File: config.mk
export PLATFORM = sky130hd
export DESIGN_NAME = apb_slave_mem
export DESIGN_NICKNAME = d
export VERILOG_FILES = /design/src/rtl/apb_slave_mem.sv
export SDC_FILE = /design/constraint.sdc
export NUM_CORES = 1
export LEC_CHECK = 0
export ABC_AREA = 0
export ABC_CLOCK_PERIOD_IN_PS = 3100
export CORE_MARGIN = 2
export CORE_UTILIZATION = 53
export DETAILED_ROUTE_END_ITERATION = 10
export PLACE_DENSITY = 0.69
export SLEW_MARGIN = 20
export SYNTH_ARGS = -nofsm -noshare
export SYNTH_HDL_FRONTEND = slang
export SYNTH_SLANG_ARGS = --single-unit
File: constraint.sdc
create_clock -name pclk -period 3.1 [get_ports pclk]
set_input_delay 0.62 -clock pclk [delete_from_list [all_inputs] [get_ports pclk]]
set_output_delay 0.62 -clock pclk [all_outputs]
set_load 0.02 [all_outputs]
File: src/rtl/apb_slave_mem.sv
// APB3 completer backed by a resettable register-file memory.
// Wait states are programmable, and out-of-range word indices return PSLVERR without touching memory.
module apb_slave_mem #(
  parameter int unsigned AW          = 9,
  parameter int unsigned DW          = 8,
  parameter int unsigned DEPTH       = 64,
  parameter int unsigned WAIT_CYCLES = 1
) (
  input  logic          pclk,
  input  logic          preset,
  input  logic          psel,
  input  logic          penable,
  input  logic          pwrite,
  input  logic [AW-1:0] paddr,
  input  logic [DW-1:0] pwdata,
  output logic          pready,
  output logic [DW-1:0] prdata,
  output logic          pslverr
);

  localparam int unsigned IW = AW - 1;
  localparam int unsigned MW = (DEPTH > 1) ? $clog2(DEPTH) : 1;

  typedef enum logic [1:0] {
    S_IDLE,
    S_WAIT,
    S_RESP
  } state_t;

  state_t          state_q, state_d;
  logic [3:0]      cnt_q, cnt_d;
  logic [IW-1:0]   idx_q, idx_d;
  logic            wr_q, wr_d;
  logic            err_q, err_d;
  logic [DW-1:0]   wdata_q, wdata_d;
  logic            pready_q, pready_d;
  logic            pslverr_q, pslverr_d;
  logic [DW-1:0]   prdata_q, prdata_d;
  logic [DW-1:0]   mem_q [DEPTH];

  logic            setup;
  logic            in_err;
  logic            go_resp;
  logic            mem_we;

  // paddr[AW-1] selects between slaves at the system level and is not decoded here.
  logic            unused_slave_sel;
  assign unused_slave_sel = paddr[AW-1];

  assign setup  = psel && !penable;
  assign in_err = (32'(paddr[IW-1:0]) >= DEPTH);

  always_comb begin
    state_d   = state_q;
    cnt_d     = cnt_q;
    idx_d     = idx_q;
    wr_d      = wr_q;
    err_d     = err_q;
    wdata_d   = wdata_q;
    pready_d  = 1'b0;
    pslverr_d = 1'b0;
    prdata_d  = '0;
    go_resp   = 1'b0;
    mem_we    = 1'b0;

    unique case (state_q)
      S_IDLE: begin
        if (setup) begin
          idx_d   = paddr[IW-1:0];
          wr_d    = pwrite;
          wdata_d = pwdata;
          err_d   = in_err;
          if (WAIT_CYCLES == 0) begin
            state_d = S_RESP;
            go_resp = 1'b1;
          end else begin
            state_d = S_WAIT;
            cnt_d   = 4'(WAIT_CYCLES - 1);
          end
        end
      end
      S_WAIT: begin
        if (!psel) begin
          state_d = S_IDLE;
        end else if (penable) begin
          if (cnt_q == '0) begin
            state_d = S_RESP;
            go_resp = 1'b1;
          end else begin
            cnt_d = cnt_q - 4'd1;
          end
        end
      end
      S_RESP: begin
        state_d = S_IDLE;
        mem_we  = wr_q && !err_q;
      end
      default: state_d = S_IDLE;
    endcase

    // The response uses the _d view of the transfer so the zero-wait path
    // (entering RESP straight from setup) sees the address being latched.
    if (go_resp) begin
      pready_d  = 1'b1;
      pslverr_d = err_d;
      if (!wr_d && !err_d) begin
        prdata_d = mem_q[idx_d[MW-1:0]];
      end
    end
  end

  always_ff @(posedge pclk) begin
    if (preset) begin
      state_q   <= S_IDLE;
      cnt_q     <= '0;
      idx_q     <= '0;
      wr_q      <= 1'b0;
      err_q     <= 1'b0;
      wdata_q   <= '0;
      pready_q  <= 1'b0;
      pslverr_q <= 1'b0;
      prdata_q  <= '0;
      for (int unsigned i = 0; i < DEPTH; i++) begin
        mem_q[i] <= '0;
      end
    end else begin
      state_q   <= state_d;
      cnt_q     <= cnt_d;
      idx_q     <= idx_d;
      wr_q      <= wr_d;
      err_q     <= err_d;
      wdata_q   <= wdata_d;
      pready_q  <= pready_d;
      pslverr_q <= pslverr_d;
      prdata_q  <= prdata_d;
      if (mem_we) begin
        mem_q[idx_q[MW-1:0]] <= wdata_q;
      end
    end
  end

  assign pready  = pready_q;
  assign pslverr = pslverr_q;
  assign prdata  = prdata_q;

endmodule
# Word level (Yosys, flattened, before mapping)
# Memory sizes are Yosys's and may differ from the RTL's. A register that Yosys moved wholly into a read port is not among the register bits.
# Index checks and enable logic that the tools add are counted.
# totals
reg_bits	24
latch_bits	0
ram_bits	512
romBits	0
in_bits	22
output_inout_bits	10
word_cells	67
memories	1
# mem_list
memory	words	width	rd	rd_ports_with_merged_regs	wr	line	rtl
mem_q	64	8	1	1	64	39	logic [DW-1:0] mem_q [DEPTH];
# op_classes
addsub	1
mul	0
div_mod_pow	0
n_lt_le_gt_ge	1
n_eq_ne	8
n_shift	0
mux	30
n_bitwise	2
reduce_logical	16
# ops
op	count
6-bit two-way mux	3
1-bit two-way mux	16
4-bit two-way mux	4
8-bit by 7-bit greater-or-equal comparator with 1-bit output, second input constant	1
2-bit two-way mux	4
8-bit two-way mux	1
2-bit != test, second input constant	4
4-bit case mux with 2 select lines	1
8-bit OR reduction	1
3-bit != test, second input constant	2
5-bit AND reduction	1
1-bit logical NOT	4
4-bit logical NOT	1
2-bit case mux with 2 select lines	1
4-bit by 1-bit subtractor with 4-bit output, second input constant	1
1-bit logical AND	3
3-bit AND reduction	1
3-bit OR reduction	1
2-bit by 1-bit equality test with 1-bit output, second input constant	1
2-bit equality test, second input constant	1
2-bit logical NOT	1
1-bit NOT	2
2-bit AND reduction	1
2-bit nonzero test	1
2-bit OR reduction	1

# Longest topological paths before layout
# depth
depth_word	8
mapped_depth	10
mapped_depth_nobuf	8

# Worst setup path before layout
# No wires, ideal clock.
# synth_timing
path_kind	input-to-reg
startpoint	input port penable
endpoint	register prdata_q[3], in the netlist prdata[3], read port of mem_q
setup_time_ps	59
arrival_ps	2372
required_ps	3041
path_slack_ps	669
path_stages	9
path_buffers	2
cell_sequence	nor4b_4 mux2i_1 buf_2 clkbuf_1 nand2_1 a32oi_1 a31oi_1 nor3_1 a22o_1
# synth_via
elab_chain_len	8
elab_cells_between_ends	17
cone_classes	mux (9); bitwise (2); reduce/logical (6)
# synth_lines
item	line	rtl
start: declaration	12	input logic penable,
1-bit logical NOT	50	assign setup = psel && !penable;
1-bit logical AND	50	
1-bit two-way mux	68	if (setup) begin
1-bit two-way mux	66	unique case (state_q)
1-bit logical NOT	106	if (!wr_d && !err_d) begin
1-bit logical AND	106	
1-bit NOT (no source line)	--	
3-bit OR reduction (no source line)	--	
end: declaration	38	logic [DW-1:0] prdata_q, prdata_d;
# Several ways; a longest one is shown, not always the timed one.
# A chain may end at the register's enable or synchronous reset.

# Worst setup path in the final report
# layout_timing
startpoint	input port penable
endpoint	register prdata_q[7], in the netlist prdata[7], read port of mem_q
# Same word-level chain as after synthesis.

==> results.sh <==
export IMPL_status="finished clean"
export IMPL_grt_use_total_pct=27.4
export IMPL_drc=0
export IMPL_cts_hold_buf=0
export IMPL_fin_crit_sh_pct=96.0
export IMPL_synthTopCellsByArea="edfxtp_1 61%, and2_1 13%, nand2_1 6.4%"
export IMPL_p_leak_uw=0.0108
export IMPL_post_place_ws_ns=-0.498
export IMPL_min_period_ns=2.98
export IMPL_htreeDepth=2
export IMPL_area_growth_pct=15.8
export IMPL_initial_core_util_pct=53.9
export IMPL_overflow=0
export IMPL_numCtsBuffers=54
export IMPL_crit_type="in -> reg"
export IMPL_synthCells=2211
export IMPL_clk_path_buf_depth=3
export IMPL_synthArstFlopShare_pct=0
export IMPL_total_power_uw=16300
export IMPL_pwr_share_clk_pct=40.1
export IMPL_clk_latency_ns=0.61
export IMPL_p_sw_uw=3750
export IMPL_ys_types=37
export IMPL_routedWlPerCell_um=22.3
export IMPL_drtAntennaViolNets=0
export IMPL_power_share_sequential_pct=51.9
export IMPL_synth_seq_cells=544
export IMPL_worst_ep_required_time_ns=3.66
export IMPL_finalSetupViolations=0
export IMPL_syn_num_nets=2234
export IMPL_drt_iter0_drc=1883
export IMPL_fin_nets=2359
export IMPL_r2r_start="state_q[1]$_SDFFE_PP0P_"
export IMPL_yosysWarnings=0
export IMPL_fp_row_count=79
export IMPL_syn_area_per_cell_um2=11.4
export IMPL_crit_path_start="penable"
export IMPL_rsz0062_at_grt="false"
export IMPL_synth_top_area_share_pct=61.2
export IMPL_cts_sinks=544
export IMPL_hold_start="preset"
export IMPL_die_area_um2=49200
export IMPL_first_global_vias=17400
export IMPL_wirelength_mm=66.6
export IMPL_p_sw_share_pct=23.0
export IMPL_holdPathEnd="state_q[0]$_SDFFE_PP0P_"
export IMPL_antenna_cells=0
export IMPL_ir_worst_vdd_v=0.000417
export IMPL_slew_headroom_pct=24.8
export IMPL_synth_common_cells="512 x and2_1, 512 x edfxtp_1, 427 x nand2_1, 132 x nand3_1, 104 x clkbuf_1"
export IMPL_gp_congestion=0.918
export IMPL_ys_seq_area_share_pct=63.7
export IMPL_hold_viol=0
export IMPL_finalClockSkew_ns=0.0243
export IMPL_power_density_nw_per_um2=560
export IMPL_tightest_slew_ns=1.13
export IMPL_vias=17400
export IMPL_ys_flop_type="edfxtp_1"
export IMPL_core_area_um2=46700
export IMPL_antenna_found_initial=0
export IMPL_holdPathStages=3
export IMPL_cts_root_buf="clkbuf_16"
export IMPL_intPower_uw=12500
export IMPL_die_height_um=222
export IMPL_r2r_end="prdata[7]$_SDFF_PP0_"
export IMPL_drv_cap=0
export IMPL_synth_edff_count=512
export IMPL_drive_above_1_share_pct=15.0
export IMPL_r2r_slack_ns=0.21
export IMPL_pin_count=32
export IMPL_hpwl_mm=42.3
export IMPL_combPwrFrac_pct=7.9
export IMPL_end_kind="register"
export IMPL_cts_tree="yes"
export IMPL_worst_ep_arrival_time_ns=3.53
export IMPL_slew_violations=0
export IMPL_drt_pass1_iter_count=6
export IMPL_via_per_inst=5.82
export IMPL_portBuffers=30
export IMPL_netlist_area_um2=25100
export IMPL_cts_setup_buffers=0
export IMPL_grt_pass1_wl_mm=102
export IMPL_fin_ws_ns=0.124
export IMPL_crit_fanout=24
export IMPL_grt_max_degree=85
export IMPL_die_w_um=222
export IMPL_reg2regPathDepth=11
export IMPL_critPathLaunchType="input port"
export IMPL_clock_fmax_mhz=336
export IMPL_hp_class="in -> reg"
export IMPL_post_synth_top_area_cell="edfxtp_1"
export IMPL_clkTransAtPathRegs_ns=0.06
-- power groups by stage --
stage | clock network, µW | registers [µW] | logic, µW
final | 6540 | 8450 | 1290
after global routing | 6870 | 8470 | 1390
after CTS | 6580 | 8450 | 1280
after detailed placement | 0 | 8610 | 1280
after global placement | 0 | 8600 | 1250
after floorplan | 0 | 8460 | 762
-- registers in the layout, summed over array words and instances (netlist names) --
name / cells
mem_q: 512
prdata: 8
wdata_q: 8
idx_q: 6
cnt_q: 4
state_q: 2
err_q: 1
pready: 1
pslverr: 1
wr_q: 1
-- worst max-delay path by stage --
stage | endpoint | slack (ns) | depth (start not counted)
after global routing | prdata[7]$_SDFF_PP0_ | 0.008 | 12
after CTS | prdata[3]$_SDFF_PP0_ | 0.13 | 12
final | prdata[7]$_SDFF_PP0_ | 0.12 | 12
after global placement | prdata[7]$_SDFF_PP0_ | -0.38 | 12
after detailed placement | prdata[3]$_SDFF_PP0_ | -0.50 | 12
after floorplan | prdata[3]$_SDFF_PP0_ | 0.67 | 9
-- layout by cell type (no fill, tap or decap), drive strengths merged, types with 2 or more instances in the layout --
cell type      count
edfxtp           512
clkinv            13
nor3              22
nor2              90
or2               65
a31oi             65
and2             512
clkdlybuf4s50     29
mux2i             66
nor4b              2
nor2b              5
clkbuf            83
dfxtp             32
o31ai              2
a22o               8
a32oi             64
o21ai              3
nand2b             4
and3               6
nand3b             4
inv                4
nor3b              2
a21oi             17
xor2               2
or3                3
nand2            427
buf              197
bufinv             4
nand3            132
-- per-stage QoR --
stage	TNS, ns	hold WS (ns)	instances	instance area, µm²	utilization, %
global route	0	0.367	2988	29100	62.4
floorplan	0	0.445	2211	25100	-
global placement	-2.71	0.465	2887	27300	58.6
CTS	0	0.331	2988	29100	62.4
detailed placement	-3.41	0.470	2887	27300	58.6
finish	0	0.362	2988	29100	62.4
-- kinds of logic (layout without fill, tap and decap cells) --
group,after synthesis,count (layout),synth area share [%]
and+or+nand+nor,1275,1275,25.9
DFF,544,544,63.7
xor gates and xnor gates,3,3,0.105
AOI/OAI and AO/OA,161,161,4.72
muxes,67,67,2.69
adders and majority gates,1,1,0.0498
buffers and inverters,160,330,2.75
-- critical path: stages --
cell and delay [ns]:
clkdlybuf4s50_1 0.46, nor4b_4 0.39, buf_4 0.22, mux2i_4 0.29, buf_4 0.25, buf_12 0.19, buf_4 0.16, nand2_1 0.06
a32oi_1 0.27, a31oi_1 0.22, nor3_1 0.23, a22o_1 0.15
-- area by class of cell --
class	count	area, µm²
clock buffers	83	1560
fillers	3634	17600
inverters	3	11.3
multi-input cells	1507	8480
flip-flops and latches	544	16000
well taps	607	759
repair buffers	226	2050
clock inverters	18	190
-- routing by layer --
metal / routed length (µm) / GRT usage [%] / up-vias
met2: 32100 / 45.5 / 749
met4: 2500 / 10.4 / 0
met5: 0 / 0 / -
met3: 5200 / 4.09 / 158
li1: - / - / 7946
met1: 26800 / 36.5 / 8546
-- repair_timing --
| action | 4_1_cts | 5_1_grt |
|---|---|---|
| endpoints found under the hold margin | 0 | 0 |
| gates resized for setup | 0 | 1 |
| endpoints found under the setup margin | 0 | 1 |
No activity file was read; power rests on OpenSTA's default activity.
